--- config.mk ---
export PLATFORM = sky130hd
export DESIGN_NAME = inst_fetch_resp
export DESIGN_NICKNAME = d
export VERILOG_FILES = /design/src/rtl/inst_fetch_resp_pkg.sv /design/src/rtl/inst_fetch_resp.sv
export SDC_FILE = /design/constraint.sdc
export NUM_CORES = 1
export LEC_CHECK = 0
export BUFFER_PORTS_ARGS = -buffer_cell sky130_fd_sc_hd__buf_2
export CAP_MARGIN = 20
export CORE_MARGIN = 2
export CORE_UTILIZATION = 25
export DETAILED_ROUTE_END_ITERATION = 12
export PLACE_DENSITY_LB_ADDON = 0.1
export SLEW_MARGIN = 20
export SYNTH_ARGS = -nofsm -noshare
export SYNTH_HDL_FRONTEND = slang
export SYNTH_SLANG_ARGS = --single-unit
export TNS_END_PERCENT = 5
--- constraint.sdc ---
create_clock -name clk -period 1.69 [get_ports clk]
set_input_delay 0.0845 -clock clk [delete_from_list [all_inputs] [get_ports clk]]
set_output_delay 0.0845 -clock clk [all_outputs]
set_load 0.01 [all_outputs]
--- src/rtl/inst_fetch_resp_pkg.sv ---
// Shared fetch definitions: fetch state encoding and the misaligned-fetch filler word.
package inst_fetch_resp_pkg;

    localparam int unsigned ADDR_W = 32;
    localparam int unsigned DATA_W = 32;

    localparam logic [1:0] FS_START = 2'd0;
    localparam logic [1:0] FS_REQ   = 2'd1;
    localparam logic [1:0] FS_WAIT  = 2'd2;
    localparam logic [1:0] FS_HOLD  = 2'd3;

    typedef enum logic [1:0] {
        ST_START = FS_START,
        ST_REQ   = FS_REQ,
        ST_WAIT  = FS_WAIT,
        ST_HOLD  = FS_HOLD
    } fetch_state_e;

    localparam logic [DATA_W-1:0] ADEL_INST_DEFAULT = 32'h0000_0000;

    function automatic logic is_misaligned(input logic [ADDR_W-1:0] addr);
        return addr[1:0] != 2'b00;
    endfunction

endpackage

--- src/rtl/inst_fetch_resp.sv ---
// Fetch responder: issues the next-PC address on the instruction bus, holds the
// returned word for decode, and pulses PC_fresh when the fetch is consumed or dropped.
module inst_fetch_resp
    import inst_fetch_resp_pkg::*;
#(
    parameter logic [31:0] ADEL_INST = ADEL_INST_DEFAULT
) (
    input  logic        clk,
    input  logic        rst,
    input  logic [31:0] fetch_addr,
    input  logic        fetch_cancel,
    input  logic        de_allowin,
    output logic        inst_req,
    output logic [31:0] inst_addr,
    input  logic        inst_addr_ok,
    input  logic [31:0] inst_rdata,
    input  logic        inst_data_ok,
    output logic        PC_fresh,
    output logic        inst_valid,
    output logic [31:0] inst_out,
    output logic [31:0] inst_pc,
    output logic        inst_adel
);

    fetch_state_e      r_state;
    logic              r_discard;
    logic [DATA_W-1:0] r_inst_out;
    logic [ADDR_W-1:0] r_inst_pc;
    logic              r_inst_adel;

    fetch_state_e      w_state_nxt;
    logic              w_discard_nxt;
    logic [DATA_W-1:0] w_inst_out_nxt;
    logic [ADDR_W-1:0] w_inst_pc_nxt;
    logic              w_inst_adel_nxt;
    logic              w_req;
    logic              w_fresh;
    logic              w_valid;

    // State and hold-buffer registers
    always_ff @(posedge clk) begin
        if (rst) begin
            r_state     <= ST_START;
            r_discard   <= 1'b0;
            r_inst_out  <= '0;
            r_inst_pc   <= '0;
            r_inst_adel <= 1'b0;
        end else begin
            r_state     <= w_state_nxt;
            r_discard   <= w_discard_nxt;
            r_inst_out  <= w_inst_out_nxt;
            r_inst_pc   <= w_inst_pc_nxt;
            r_inst_adel <= w_inst_adel_nxt;
        end
    end

    // Next-state, buffer loads and handshake outputs
    always_comb begin
        w_state_nxt     = r_state;
        w_discard_nxt   = r_discard;
        w_inst_out_nxt  = r_inst_out;
        w_inst_pc_nxt   = r_inst_pc;
        w_inst_adel_nxt = r_inst_adel;
        w_req           = 1'b0;
        w_fresh         = 1'b0;
        w_valid         = 1'b0;

        case (r_state)
            ST_START: begin
                w_state_nxt = ST_REQ;
            end
            ST_REQ: begin
                // A misaligned address never reaches the bus; it is reported as a fetch error.
                if (is_misaligned(fetch_addr)) begin
                    w_inst_out_nxt  = ADEL_INST;
                    w_inst_pc_nxt   = fetch_addr;
                    w_inst_adel_nxt = 1'b1;
                    w_state_nxt     = ST_HOLD;
                end else begin
                    w_req = 1'b1;
                    if (inst_addr_ok) begin
                        w_inst_pc_nxt   = fetch_addr;
                        w_inst_adel_nxt = 1'b0;
                        w_state_nxt     = ST_WAIT;
                    end
                end
            end
            ST_WAIT: begin
                if (inst_data_ok) begin
                    // Stale data (cancel now or earlier) is dropped and the PC advances.
                    if (r_discard || fetch_cancel) begin
                        w_discard_nxt = 1'b0;
                        w_fresh       = 1'b1;
                        w_state_nxt   = ST_REQ;
                    end else begin
                        w_inst_out_nxt = inst_rdata;
                        w_state_nxt    = ST_HOLD;
                    end
                end else if (fetch_cancel) begin
                    w_discard_nxt = 1'b1;
                end
            end
            ST_HOLD: begin
                if (fetch_cancel) begin
                    w_fresh     = 1'b1;
                    w_state_nxt = ST_REQ;
                end else begin
                    w_valid = 1'b1;
                    if (de_allowin) begin
                        w_fresh     = 1'b1;
                        w_state_nxt = ST_REQ;
                    end
                end
            end
            default: begin
                w_state_nxt = ST_START;
            end
        endcase
    end

    assign inst_req   = w_req;
    assign inst_addr  = w_req ? fetch_addr : '0;
    assign PC_fresh   = w_fresh;
    assign inst_valid = w_valid;
    assign inst_out   = r_inst_out;
    assign inst_pc    = r_inst_pc;
    assign inst_adel  = r_inst_adel;

endmodule
==> results_dict.tcl <==
set metrics [dict create \
    clk_latency_ns 0.33 \
    rows 41 \
    final_nets 641 \
    finClkSkew_ns 0.00355 \
    cp_common_cell "buf_6" \
    path_clk_slew_ns 0.06 \
    synthTopCellsByArea "dfxtp_1 (41%), mux2i_1 (10%), or2b_2 (7.4%)" \
    dpl.hpwl_mm 6.21 \
    n_antenna_cell 0 \
    die_area_sq_um 14100 \
    fmax_ghz 0.549 \
    multi_input_area_sq_um 1790 \
    core_sq_um 12800 \
    cellLeakagePower_nw 2.42 \
    fill_cells 1283 \
    syn_inst 357 \
    slew_viol_final 0 \
    setup_ws_ns -0.133 \
    worst_setup_path_start_kind "flip-flop" \
    overflow 0 \
    drt-total-wl_mm 9.87 \
    p_per_area_nw_per_um2 1260 \
    drt-initial-drc-count 78 \
    antenna_found_initial 0 \
    status "finished with violations" \
    synthFlopType "dfxtp_1" \
    layout_worst_path_cycle_share 1.08 \
    cts.path.max_buffers 2 \
    portBuffers 167 \
    grt_pass1_vias 3151 \
    ios 170 \
    ys_seq_area_frac 0.413 \
    h-tree-depth 3 \
    ant_nets 0 \
    synth-async-reset-ratio 0 \
    pre_cts_ws_ns -0.0792 \
    ir_drop_mv 0.612 \
    hold_viol_final 0 \
    grt_use_total 0.140 \
    seq_area_sq_um 1360 \
    cts_buffers 9 \
    firstDrtPassIters 4 \
    endpoint_kind "flip-flop" \
    synth.lib_cells_used.distinct 35 \
    synth_top_area_cell "dfxtp_1" \
    synth_top_area_share 0.413 \
    setup_viol 59 \
    die_x_um 119 \
    fin_total_pwr_mw 6.71 \
    p_sw_mw 2.07 \
    critical_path.cell_chain "buf_6, inv_4, ha_4, nor3b_4, buf_6, buf_6, a221oi_4, buf_12, buf_16, mux2i_1" \
    cts.sinks 68 \
    syn_to_final_growth_pct 61.0 \
    crit_type "flip-flop to flip-flop" \
    p_int_mw 4.64 \
    cp_data_required_time_ns 1.95 \
    synth_seq_cells 68 \
    failed_checks "negative setup slack" \
    rsz0062_at_grt "true" \
    layout-drive-gt1-share 0.456 \
    period_minus_slack_ns 1.82 \
    worstPathArrival_ns 2.08 \
    wire_per_inst_um 13.3 \
    final_common_cell "buf_2" \
    cts_tree "built" \
    grt_pass1_wl_mm 15.5 \
    yosysWarnings 0 \
    setup_tns_ns -4.80 \
    grt_max_degree 69 \
    drc 0 \
    path_max_fanout 8 \
    max_stage_delay_ns 0.34 \
    pwr-share-clk 0.327 \
    place_congestion 0.722 \
    seqPwrFrac 0.285 \
    synth-edff-count 0 \
    syn_area_sq_um 3300 \
    crit_slowest_cell "dfxtp_2" \
    p_sw_frac 0.308 \
    viasPerCell 4.22 \
    vias 3143 \
    die_h_um 119 \
    cap_viol_max_count 0 \
    initial_core_util 0.258 \
    mostFrequentLayoutCells "buf_2 (164), dfxtp_1 (66), nand2_1 (65)" \
    syn_area_per_cell_sq_um 9.24 \
    cts_root_buffer "clkbuf_16" \
    min_path_type "input port to flip-flop" \
    power_frac_comb 0.388 \
]
==> repair_timing <==
item,4_1_cts,5_1_grt
endpoints found under the setup margin,65,66
gates cloned,4,0
gates resized for setup,26,15
setup buffers,9,2
hold buffers,31,0
endpoints found under the hold margin,31,0
pin swaps,4,3
==> power by group through the flow <==
stage,combinational (mW),sequential (mW),clock [mW]
6_report,2.60,1.91,2.20
5_1_grt,2.81,1.93,2.34
4_1_cts,2.61,1.91,2.27
3_5_place_dp,1.96,1.94,0
3_3_place_gp,1.96,1.94,0
2_1_floorplan,1.23,2.03,0
==> metrics by stage <==
step | instance area [sq um] | hold slack (ns) | cells | util
floorplan | 3320 | 0.178 | 358 | -
global placement | 4320 | 0.315 | 683 | 0.338
detailed placement | 4320 | 0.311 | 683 | 0.338
CTS | 5270 | 0.00372 | 743 | 0.412
global route | 5310 | 0.0113 | 744 | 0.416
finish | 5310 | 0.0217 | 744 | 0.416
==> path summary, 6_finish.rpt <==
check | slack (ns) | end | cells after the start | startpoint
max | -0.13 | inst_out[24] | 10 | r_state[1]
min | 0.02 | inst_out[1] | 3 | inst_rdata[1]
max reg2reg | -0.13 | inst_out[24] | 10 | r_state[1]
min reg2reg | 0.45 | inst_pc[25] | 2 | inst_pc[25]
==> synthesized netlist by cell type (2+ instances only) <==
cell type,number
buf_2,3
nor3b_1,2
dlygate4sd1_1,2
buf_8,3
or2b_2,28
buf_4,2
mux2i_1,33
inv_1,4
o21ai_0,4
and2_1,30
a21oi_1,35
clkbuf_1,14
nor2_1,4
ha_1,4
clkbuf_8,3
nand2_1,65
nand2b_1,5
nand3b_1,32
dfxtp_1,68
==> flip-flops by register name (all words and copies together), names as in the netlist <==
register   flops
inst_adel      1
r_discard      1
inst_out      32
r_state        2
inst_pc       32
==> routing by layer <==
metal,vias to the layer above,track usage,wire (um)
met4,0,0.0402,104
met5,-,0,0
met2,115,0.244,4750
met3,7,0.0613,764
met1,1425,0.155,4260
li1,1596,-,-
==> critical path: cells and delay by family (launching register included) <==
family | cells | cell delay (ns)
AO/OA/AOI/OAI | 1 | 0.21
adder cells (fa/ha/maj) | 1 | 0.14
buffers and inverters | 6 | 0.70
flip-flops | 1 | 0.34
multiplexers | 1 | 0.19
AND/OR/NAND/NOR | 1 | 0.15
==> area by class of cell <==
class                      count  area share
inverter                       4     0.00330
clock buffer                  10      0.0450
sequential                    68       0.257
tap                          172      0.0405
clock inverter                 6      0.0210
multi-input combinational    256       0.336
timing repair buffer         228       0.297
==> cell families (layout without fill, tap and decap cells) <==
logic type               count (synthesis)  after routing  synth area share
multiplexers                            34             34             0.104
AO/OA/AOI/OAI                           46             46            0.0819
flip-flops                              68             68             0.413
buffers and inverters                   34            248            0.0755
adder cells (fa/ha/maj)                  4              4            0.0152
other                                    1              2           0.00114
AND/OR/NAND/NOR                        170            170             0.310
No activity file was read; power rests on OpenSTA's default activity.
